$ cat src/rtl/filter.sv
// Edge-preserving two-pixel blend filter.
// Blends current pixel a with neighbour b using a weight that rises from a
// plain average (flat regions) to a pass-through of a (strong edges).
// Two-stage pipeline: stage 1 captures pixels and weight, stage 2 blends.
// Optional feature macro: FILTER_ROUND_EN selects round-half-up on c_i;
// without it c_i is truncated. result is identical in both builds.
// Note: rst_n is an active-high asynchronous reset despite its name.
module filter #(
  parameter int N         = 8,
  parameter int T_LO      = 16,
  parameter int SPAN_LOG2 = 6
) (
  input  logic           clk,
  input  logic           rst_n,
  input  logic           act,
  input  logic [N-1:0]   a,
  input  logic [N-1:0]   b,
  output logic [2*N-1:0] result,
  output logic [N-1:0]   c_i
);

  // Upper end of the transition band; may equal 2^N, so compare in N+1 bits.
  localparam int T_HI  = T_LO + (1 << SPAN_LOG2);
  localparam int SHIFT = N - 1 - SPAN_LOG2;

  localparam logic [N:0] K_HALF = {2'b01, {(N-1){1'b0}}};
  localparam logic [N:0] K_FULL = {1'b1, {N{1'b0}}};
  localparam logic [N:0] T_LO_K = (N+1)'(T_LO);
  localparam logic [N:0] T_HI_K = (N+1)'(T_HI);

  logic [N-1:0]   d;
  logic [N:0]     d_ext;
  logic [N:0]     offset;
  logic [N:0]     k;

  logic [N-1:0]   a_q;
  logic [N-1:0]   b_q;
  logic [N:0]     k_q;
  logic           v1;

  logic [2*N-1:0] blend;
  logic           round_bit;
  logic [N:0]     ci_wide;
  logic [N-1:0]   ci_next;

  // Absolute difference and weight selection from the live inputs.
  always_comb begin
    d      = (a >= b) ? (a - b) : (b - a);
    d_ext  = {1'b0, d};
    offset = d_ext - T_LO_K;
    k      = K_HALF;
    if (d_ext < T_LO_K) begin
      k = K_HALF;
    end else if (d_ext >= T_HI_K) begin
      k = K_FULL;
    end else begin
      k = K_HALF + (offset << SHIFT);
    end
  end

  // Stage 1: capture pixels and weight on qualified samples; valid tracks act.
  always_ff @(posedge clk or posedge rst_n) begin
    if (rst_n) begin
      a_q <= '0;
      b_q <= '0;
      k_q <= '0;
      v1  <= 1'b0;
    end else begin
      v1 <= act;
      if (act) begin
        a_q <= a;
        b_q <= b;
        k_q <= k;
      end
    end
  end

  // Weighted sum and output pixel from stage-1 data; each product fits 2N bits
  // because a weight of 2^N on one side forces 0 on the other.
  always_comb begin
    blend = ((2*N)'(a_q) * (2*N)'(k_q)) + ((2*N)'(b_q) * (2*N)'(K_FULL - k_q));
`ifdef FILTER_ROUND_EN
    round_bit = blend[N-1];
`else
    round_bit = 1'b0;
`endif
    ci_wide = {1'b0, blend[2*N-1:N]} + (N+1)'(round_bit);
    ci_next = ci_wide[N] ? {N{1'b1}} : ci_wide[N-1:0];
  end

  // Stage 2: update outputs only when a valid sample sits in stage 1.
  always_ff @(posedge clk or posedge rst_n) begin
    if (rst_n) begin
      result <= '0;
      c_i    <= '0;
    end else if (v1) begin
      result <= blend;
      c_i    <= ci_next;
    end
  end

endmodule

$ cat config.mk
export PLATFORM = sky130hd
export DESIGN_NAME = filter
export DESIGN_NICKNAME = d
export VERILOG_FILES = /design/src/rtl/filter.sv
export SDC_FILE = /design/constraint.sdc
export NUM_CORES = 1
export LEC_CHECK = 0
export CAP_MARGIN = 20
export CORE_ASPECT_RATIO = 1.5
export CORE_UTILIZATION = 49
export DETAILED_ROUTE_END_ITERATION = 10
export PLACE_DENSITY = 0.68
export SLEW_MARGIN = 5
export SYNTH_ARGS = -nofsm -noshare
export SYNTH_HDL_FRONTEND = slang
export SYNTH_SLANG_ARGS = --single-unit
$ cat constraint.sdc
create_clock -name clk -period 16 [get_ports clk]
set_clock_uncertainty 0.2 [all_clocks]
set_input_delay 3.2 -clock clk [delete_from_list [all_inputs] [get_ports clk]]
set_output_delay 3.2 -clock clk [all_outputs]
set_load 0.02 [all_outputs]
# After elaboration in Yosys (flattened, before gate mapping)

Cells that the tools add are included.

Bits in registers: 50
Word-level logic and storage cells: 20
Output and inout port bits: 24
Input bits: 19

$mul: 2
Add/sub/neg operators: 6
Mux-type cells: 3
Order comparisons: 3

Operator list:

| cell                 | count |
|---|---|
| $mux 9               | 2 |
| $add 16x16->16       | 1 |
| $mul 8x9->16         | 1 |
| $mul 9x10->16        | 1 |
| $sub 8x8->8          | 2 |
| $sub 9x9->10 const A | 1 |
| $add 8x9->9 const A  | 1 |
| $ge 8x7->1 const B   | 1 |
| $ge 8x8->1           | 1 |
| $lt 8x5->1 const B   | 1 |
| $mux 8               | 1 |
| $sub 8x5->8 const B  | 1 |

# Logic depth before layout (Yosys ltp)

Word-level depth: 6
Depth in mapped cells: 24
Gate-level depth less buffers: 23

# Least setup slack after synthesis

Ideal clock, no wire load.

Kind: register to register
Start: register k_q[5]
End: register result[12]
Cell stages (with the launch flop): 23
Setup time: 125 ps
Setup slack: 9573 ps
Data arrival time: 6102 ps
Clock period less this slack: 6427 ps
Data required time: 15675 ps
Buffers on the path: 1
Cells stage by stage: dfrtp_1 clkbuf_1 or3_1 nor3_1 xor2_1 nand2_1 fa_1 inv_1 fa_1 inv_1 fa_1 inv_1 fa_1 fa_1 inv_1 fa_1 inv_1 ha_1 a2111oi_0 nor3_1 nor3_1 xnor2_1 mux2_2

Cells in the longest elaborated chain, start to end: 3
Elaborated cells between the ends (all ways): 4
Those cells by class: add/sub (2); mul (2)

Ends and longest elaborated chain:

| item                     | RTL line | RTL |
|---|---|---|
| start: declaration       | 38       | `logic [N:0] k_q;` |
| start signal: assignment | 73       | `k_q <= k;` |
| $sub 9x9->10             | 81       | `blend = ((2*N)'(a_q) * (2*N)'(k_q)) + ((2*N)'(b_q) * (2*N)'(K_FULL - k_q));` |
| $mul 9x10->16            | 81       |  |
| $add 16x16->16 (*)       | 81       |  |
| end signal: assignment   | 97       | `result <= blend;` |
| end: declaration         | 18       | `output logic [2*N-1:0] result,` |

Every way passes the cells marked *; elsewhere a longest branch is shown, timed or not.
A chain may end at the register's enable or synchronous reset.

# Worst setup path after layout

Start: register k_q[1]
End: register result[14]

The elaborated chain is that of the path after synthesis.

==> flow_summary.json <==
{
  "tightest_slew_ps": 802,
  "drive_gt1_frac": 0.0595,
  "clk_pin_slew_ps": 60,
  "path_class": "flop to flop",
  "crit_required_ps": 15980,
  "grt_pass1_vias": 5531,
  "syn_nets": 960,
  "slowest_stage": "dfrtp_1",
  "syn-mean-instance-area_sq_um": 9.36,
  "syn_to_final_growth_pct": 9.24,
  "start_util": 0.504,
  "avgRoutedWirePerCell_um": 15.1,
  "ys_seq_area_frac": 0.141,
  "hold_buffers": 0,
  "num_vias": 5016,
  "fmax_ghz": 0.141,
  "syn_inst": 757,
  "portBuffers": 41,
  "min_path_type": "flop to flop",
  "cp.arrival_ps": 7090,
  "ys.flop_type": "dfrtp_1",
  "die_h_um": 149,
  "setup_viol": 0,
  "critPathMaxFanout": 20,
  "hold_violations": 0,
  "max_slew_margin": 0.461,
  "fin_crit_ps": 7100,
  "fin_tns_setup_ps": 0,
  "drc_errors": 0,
  "htreeDepth": 2,
  "crit_path_end_kind": "flop",
  "fin_crit_sh": 0.444,
  "die_area_sq_um": 15000,
  "synthArstFlopShare": 1.00,
  "drtAntennaViolNets": 0,
  "cts_setup_buffers": 0,
  "worst_path_largest_cell_delay_ps": 580,
  "fill_cells": 1301,
  "synth_edf_count": 0,
  "grt_pass1_wl_um": 25200,
  "status": "finished clean",
  "dp_slack_ps": 8820,
  "grt_util_all_layers": 0.213,
  "clock_path_buffers": 2,
  "layout.nets": 975,
  "dp_hpwl_um": 12400,
  "synth-seq-cells": 40,
  "firstDrtPassIters": 4,
  "grt_max_degree": 41,
  "fin_ws_ps": 8900,
  "via_per_inst": 5.20,
  "routed_wl_um": 14600,
  "path_cells": "or3_1 -> nor3_1 -> xor2_1 -> nand2_1 -> fa_1 -> inv_1 -> fa_1 -> inv_1 -> fa_1 -> inv_1 -> fa_1 -> fa_1 -> inv_1 -> fa_1 -> inv_1 -> ha_1 -> a2111oi_0 -> nor3_1 -> nor3_1 -> o21ai_0 -> a31o_1",
  "worst_hold_slack_ps": 307,
  "cts_made_buffers": 5,
  "cp_common_cell": "fa_1",
  "core_sq_um": 14100,
  "num_rows": 53,
  "worst_setup_path_start_kind": "flop",
  "drt_iter0_markers": 248,
  "grt_setup_unrepaired": "false",
  "drv_slew": 0,
  "clock_sinks": 40,
  "diodes": 0,
  "syn_area_sq_um": 7080,
  "clk_latency_ps": 290,
  "cts-root-buf": "clkbuf_16",
  "antenna_found_initial": 0,
  "cts_tree": "built",
  "cap_violations": 0,
  "gp_congestion": 0.921,
  "grt_overflow": 0,
  "yosysWarnings": 0,
  "yosysUniqueCellTypes": 57,
  "cts_resized": 0,
  "die_x_um": 100,
  "pin_count": 43
}
cell usage after synthesis, drive strengths merged (3+ instances only):
| library cell | n | area (sq um) |
|---|---|---|
| xor2 | 6 | 52.6 |
| nor2 | 11 | 48.8 |
| or3 | 5 | 31.3 |
| o22ai | 3 | 18.8 |
| a21oi | 12 | 60.1 |
| nor2b | 8 | 50.1 |
| a21o | 6 | 45.0 |
| o21ai | 9 | 45.0 |
| clkbuf | 23 | 86.3 |
| xnor2 | 27 | 244 |
| ha | 75 | 938 |
| nand3 | 7 | 35.0 |
| inv | 171 | 642 |
| fa | 109 | 2180 |
| o211ai | 3 | 22.5 |
| nor3 | 7 | 35.0 |
| dfrtp | 40 | 1000 |
| nand2 | 91 | 342 |
| a221oi | 5 | 43.8 |
| and2 | 55 | 344 |
| o32ai | 4 | 35.0 |
| mux2 | 31 | 353 |
| buf | 12 | 88.8 |
flip-flops by register name (all words and copies together) (netlist names):
register and cells:
k_q 8, v1 1, a_q 8, result 15
b_q 8
kinds of logic (layout without fill, tap and decap cells):
family,Yosys count,count (layout),share of synthesized area
flops,40,40,0.141
buf+inv,206,222,0.115
simple gates,194,194,0.135
compound gates,65,65,0.0701
other cells,1,1,0.000529
fa+ha+maj,184,184,0.440
mux,33,33,0.0526
xor+xnor,34,34,0.0450
placed cells by master, fill, tap and decap left out, types with 8 or more instances in the layout:
| cell | Yosys | final |
|---|---|---|
| a21oi_1 | 12 | 12 |
| and2_1 | 55 | 55 |
| clkdlybuf4s50_1 | 0 | 41 |
| dfrtp_1 | 40 | 40 |
| fa_1 | 109 | 109 |
| ha_1 | 75 | 75 |
| inv_1 | 171 | 171 |
| mux2_2 | 29 | 29 |
| nand2_1 | 91 | 91 |
| nor2_1 | 10 | 10 |
| nor2b_1 | 8 | 8 |
| o21ai_0 | 8 | 8 |
| xnor2_1 | 26 | 26 |
metal layers:
layer / routed length (um) / up-vias / GRT usage
li1: - / 2363 / -
met1: 5580 / 2520 / 0.236
met2: 8270 / 103 / 0.410
met3: 385 / 30 / 0.0262
met4: 365 / 0 / 0.0790
met5: 0 / - / 0
worst paths after layout:
path | startpoint | endpoint | slack (ps) | cells past startpoint
worst min register to register | result[4] | result[4] | 310 | 1
worst max-delay path | k_q[1] | result[14] | 8900 | 21
min in group asynchronous | rst_n | result[10] | 3140 | 3
worst max register to register | k_q[1] | result[14] | 8900 | 21
worst min-delay path | result[4] | result[4] | 310 | 1
max in group asynchronous | rst_n | k_q[4] | 12110 | 3
critical path: cells and delay by family (launching register included):
family	cells	cell delay [ps]
AOI/OAI and AO/OA	3	930
DFF	1	580
and+or+nand+nor	5	1220
xor gates and xnor gates	1	520
adders and majority gates	7	3280
buffers and inverters	5	260
stage by stage:
| step | cells | cell area (sq um) | util |
|---|---|---|---|
| 5_1_grt | 965 | 7740 | 0.550 |
| 3_3_place_gp | 957 | 7570 | 0.539 |
| 2_1_floorplan | 757 | 7080 | - |
| 4_1_cts | 965 | 7740 | 0.550 |
| 6_report | 965 | 7740 | 0.550 |
| 3_5_place_dp | 957 | 7570 | 0.539 |
final cells by class:
type                       count  area [sq um]  area share
clock buffer                   6           129      0.0167
clock inverter                 2          35.0     0.00453
sequential                    40          1000       0.129
timing repair buffer          43           425      0.0550
inverter                     171           642      0.0829
tap                          192           240      0.0310
multi-input combinational    511          5270       0.681
Power is not shown: default switching activity piles up to over one toggle a cycle in this logic, so the estimate is an artifact.
==> RTL change 1 (config.mk and constraints unchanged) <==
Register the output `result` once more, without a reset; this adds one clock of latency there. The other outputs are not delayed to match.
--- a/src/rtl/filter.sv
+++ b/src/rtl/filter.sv
@@ -29,2 +29,4 @@
   localparam logic [N:0] T_HI_K = (N+1)'(T_HI);
+
+  logic [2*N-1:0] result_s0;
 
@@ -93,6 +95,6 @@
     if (rst_n) begin
-      result <= '0;
+      result_s0 <= '0;
       c_i    <= '0;
     end else if (v1) begin
-      result <= blend;
+      result_s0 <= blend;
       c_i    <= ci_next;
@@ -101,2 +103,6 @@
 
+  always_ff @(posedge clk) begin
+    result <= result_s0;
+  end
+
 endmodule
Behaviour: not the same (Yosys sat finds a counterexample within 4 cycles, from zero or initial values and one cycle with rst_n high).
==> RTL change 1 against the original RTL <==
Area after synthesis rose by 3.4%; sequential cell count rose by 15; core utilization barely moved; cell area rose by 3.9%; setup slack got worse by 170 ps; routed wire length rose by 2.9%; critical path depth rose by 2; highest routed layer unchanged.
Power is left out: the tool's default activity adds up to more than one toggle a clock period on the data nets, which glitch-free logic cannot reach.
==> RTL change 1: results (changes against the original RTL) <==
metric,value,unit,change
status,"finished, final reports clean",,unchanged
firstDrtPassIters,5,,was 4
cts_resized,0,,unchanged
cp_max_fo,19,,was 20
wl,15030,um,"was 14,600 um"
cts_setup_buffers,0,,unchanged
port_buffers,41,,unchanged
arrival,7260,ps,was 7090 ps
htreeDepth,2,,unchanged
synth_cell_types,54,,was 57
synth_area_leaders,"fa_1 (30%), dfrtp_1 (14%), ha_1 (13%)",,"was fa_1 (31%), dfrtp_1 (14%), ha_1 (13%)"
clkTransAtPathRegs,70,ps,
grt_max_degree,41,,unchanged
track_usage,0.2134,,was 0.2133
numCtsBuffers,5,,unchanged
clockBufferDepth,2,,unchanged
tightest_slew,794.6,ps,was 802.4 ps
grt_pass1_wl,25230,um,"was 25,150 um"
cts-root-buf,clkbuf_16,,unchanged
rr_worst_depth,23,,was 21
slowest_delay,660,ps,was 580 ps
vias,5090,,"was 5,016"
first_global_vias,5528,,"was 5,531"
nNetsFinal,990,,was 975
drt-initial-drc-count,223,,was 248
place_hpwl,12740,um,"was 12,400 um"
synth_top_flop_cell,dfrtp_1,,unchanged
gp_congestion,0.8660,,was 0.9209
hold_path_depth,0,,was 1
clock_latency,300,ps,
largest-register,result,,unchanged
cp_slowest_cell,dfrtp_1,,unchanged
synth_edf_count,0,,unchanged
netlist_top_cells_count,"inv_1 (172), fa_1 (109), nand2_1 (89), ha_1 (75), and2_1 (57)",,"was inv_1 (171), fa_1 (109), nand2_1 (91), ha_1 (75), and2_1 (55)"
syn-num-nets,971,,was 960
ys_seq_area_frac,0.1776,,was 0.1413
final_layout_size_suffix_gt1_frac,0.06599,,was 0.05951
hp-class,flip-flop to flip-flop,,unchanged
antenna_found_initial,0,,unchanged
num_antenna_cells,0,,unchanged
yosys_warnings,0,,unchanged
async_flop_share,0.7273,,was 1.000
largest_reg_flops,15,,unchanged
RTL change 1: cell types whose count changed after synthesis, moves of 5 or more:
| cell | unedited run | this run |
|---|---|---|
| dfxtp_1 | 0 | 15 |
| nor2b_1 | 8 | 1 |
| a221oi_1 | 5 | 0 |
| a21oi_1 | 12 | 17 |
| xnor2_1 | 26 | 31 |
RTL change 1: path summary, 6_finish.rpt:
kind	from	endpoint	slack (ps)
setup reg to reg	k_q[1]	c_i[6]	8730
hold reg to reg	result_s0[1]	result[1]	160
hold / removal	result_s0[1]	result[1]	160
min in group asynchronous	rst_n	result_s0[2]	3140
max in group asynchronous	rst_n	c_i[4]	12110
setup / recovery	k_q[1]	c_i[6]	8730
RTL change 1: cell type report:
class,instances,area [um2]
sequential,55,1301
inverter,172,645.6
clock inverter,2,37.54
timing repair buffer,44,432.9
fill,1349,6556
tap,196,245.2
clock buffer,6,150.1
multi-input combinational,509,5225
RTL change 1: worst max-delay path, delay by kind of cell, from the launching register on:
kind	cells	cell delay (ps)
AND/OR/NAND/NOR	2	360
AO/OA/AOI/OAI	4	960
multiplexers	1	270
adder cells (fa/ha/maj)	8	3700
flip-flops	1	660
XOR/XNOR	2	610
buffers and inverters	6	380
RTL change 1: kinds of logic (layout without fill, tap and decap cells):
group	Yosys count	in the layout	share of synthesized area
compound gates	62	62	0.06012
other cells	1	1	0.0005119
fa+ha+maj	184	184	0.4260
buf+inv	204	224	0.1091
mux	33	33	0.05021
xor+xnor	37	37	0.04817
simple gates	192	192	0.1283
flops	55	55	0.1776
RTL change 1: metal layers:
| metal | GRT usage | routed length, um |
|---|---|---|
| met4 | 0.1057 | 604 |
| met3 | 0.02477 | 541 |
| met1 | 0.2149 | 5422 |
| met5 | 0 | 0 |
| met2 | 0.4223 | 8457 |
RTL change 1: per-stage QoR:
stage | setup WS [ps] | hold WS, ps | util | cells | instance area (um2)
floorplan | 9480 | 143.6 | - | 768 | 7326
global placement | 9013 | 150.5 | 0.5379 | 976 | 7850
detailed placement | 8734 | 153.8 | 0.5379 | 976 | 7850
CTS | 8710 | 162.3 | 0.5508 | 984 | 8038
global route | 8410 | 171.7 | 0.5508 | 984 | 8038
finish | 8728 | 161.0 | 0.5508 | 984 | 8038
==> RTL change 2 (config.mk and constraints unchanged) <==
Without the edit above. Build with the macro `FILTER_ROUND_EN` defined.
--- a/src/rtl/filter.sv
+++ b/src/rtl/filter.sv
@@ -7,2 +7,4 @@
 // Note: rst_n is an active-high asynchronous reset despite its name.
+`define FILTER_ROUND_EN
+
 module filter #(
Formal check against the unedited RTL: not equivalent (Yosys sat finds a counterexample within 4 cycles, from zero or initial values and one cycle with rst_n high).
==> RTL change 2 against the original RTL <==
Setup slack worse by 830 ps; count of clock-buffer cells in the layout unchanged; cell area up 6.8%; first-iteration DRC count down 20%; routed wire length up 9.2%; non-clock buffer count unchanged; area after synthesis up 6.4%; sequential cell count up 8; via count up 8.6%.
Power is not shown: default switching activity piles up to over one toggle a cycle in this logic, so the estimate is an artifact.
==> RTL change 2: results (changes against the original RTL) <==
metric,value,unit,change
holdWs,302.9,ps,was 307.2 ps
synth_cell_types,65,,was 57
cts_resized,0,,unchanged
worst_path_dominant_cell_family,adder cells,,unchanged
clkTransAtPathRegs,70,ps,
yosysTopAreaCell,fa_1,,unchanged
vias,5446,,"was 5,016"
num_antenna_cells,0,,unchanged
cp_max_fo,15,,was 20
htreeDepth,2,,unchanged
netlist_top_cells_count,"inv_1 (163), fa_1 (109), nand2_1 (93), ha_1 (77), and2_1 (55)",,"was inv_1 (171), fa_1 (109), nand2_1 (91), ha_1 (75), and2_1 (55)"
firstDrtPassIters,6,,was 4
arrival,7950,ps,was 7090 ps
numCtsBuffers,5,,unchanged
clockBufferDepth,2,,unchanged
drt-initial-drc-count,199,,was 248
wl_per_cell,15.57,um,was 15.13 um
port_buffers,41,,unchanged
hp-class,flip-flop to flip-flop,,unchanged
worstHoldStart,result[12],,was result[4]
first_global_vias,5673,,"was 5,531"
syn-num-nets,1010,,was 960
largest-register,result,,unchanged
cts-root-buf,clkbuf_16,,unchanged
r2r_end,c_i[1],,was result[14]
place_hpwl,13420,um,"was 12,400 um"
ys_seq_area_frac,0.1594,,was 0.1413
clock_latency,300,ps,
track_usage,0.2189,,was 0.2133
slowest_delay,630,ps,was 580 ps
r2r_start,k_q[3],,was k_q[1]
slew_headroom,0.2861,,was 0.4612
antenna_found_initial,0,,unchanged
largest_reg_flops,15,,unchanged
synth_area_leaders,"fa_1 (29%), dfrtp_1 (16%), ha_1 (13%)",,"was fa_1 (31%), dfrtp_1 (14%), ha_1 (13%)"
grt_max_degree,49,,was 41
hold_path_depth,1,,unchanged
gp_congestion,0.8544,,was 0.9209
grt_pass1_wl,26650,um,"was 25,150 um"
final_layout_size_suffix_gt1_frac,0.06182,,was 0.05951
cp_slowest_cell,or4_1,,was dfrtp_1
async_flop_share,1.000,,unchanged
min_to,result[12],,was result[4]
fillers,1408,,"was 1,301"
cts_setup_buffers,0,,unchanged
synth_top_flop_cell,dfrtp_1,,unchanged
rr_worst_depth,24,,was 21
yosys_warnings,0,,unchanged
status,"finished, final reports clean",,unchanged
rrSetupSlack,8060,ps,was 8900 ps
==> RTL change 2: layout make-up <==
class	instances	area, um2	area share
flip-flops and latches	48	1201	0.1453
repair buffers	43	445.4	0.05390
clock buffers	6	128.9	0.01559
multi-input cells	563	5593	0.6768
inverters	163	611.8	0.07403
well taps	199	249.0	0.03013
clock inverters	2	35.03	0.004239
==> RTL change 2: how the worst max path moves through the flow <==
stage           start  endpoint  slack, ps  depth (start not counted)
6_report       k_q[3]    c_i[1]       8060                         24
4_1_cts        k_q[3]    c_i[1]       7950                         24
2_1_floorplan  k_q[3]    c_i[0]       9150                         24
3_3_place_gp   k_q[3]    c_i[5]       8010                         24
5_1_grt        k_q[3]    c_i[1]       7600                         24
3_5_place_dp   k_q[3]    c_i[1]       7980                         24
==> RTL change 2: kinds of logic (layout without fill, tap and decap cells) <==
family	after synthesis	in the layout	share of synthesized area
fa+ha+maj	186	186	0.4174
xor+xnor	37	37	0.04582
compound gates	93	93	0.08833
other cells	1	1	0.0004976
mux	32	32	0.04732
flops	48	48	0.1594
simple gates	214	214	0.1428
buf+inv	194	214	0.09846
==> RTL change 2: metal layers <==
metal  up-vias  wire length [um]  track usage
li1       2584                 -            -
met1      2714              6043       0.2470
met2       110              8975       0.4121
met3        38               389      0.01909
met4         0               538      0.08585
met5         -                 0            0
==> RTL change 2: worst reg2reg max path: cells and delay by family (launching register included) <==
| family | cells | cell delay, ps |
|---|---|---|
| buffers and inverters | 5 | 250 |
| xor gates and xnor gates | 2 | 910 |
| AOI/OAI and AO/OA | 4 | 970 |
| adders and majority gates | 7 | 3400 |
| DFF | 1 | 560 |
| and+or+nand+nor | 6 | 1560 |
==> RTL change 2: stage by stage <==
stage | util | cell area (um2) | instances | setup WS [ps]
after floorplan | - | 7536 | 805 | 9151
after global placement | 0.5357 | 8073 | 1015 | 8007
after detailed placement | 0.5357 | 8073 | 1015 | 7984
after CTS | 0.5465 | 8237 | 1023 | 7945
after global routing | 0.5484 | 8264 | 1024 | 7596
final | 0.5484 | 8264 | 1024 | 8063
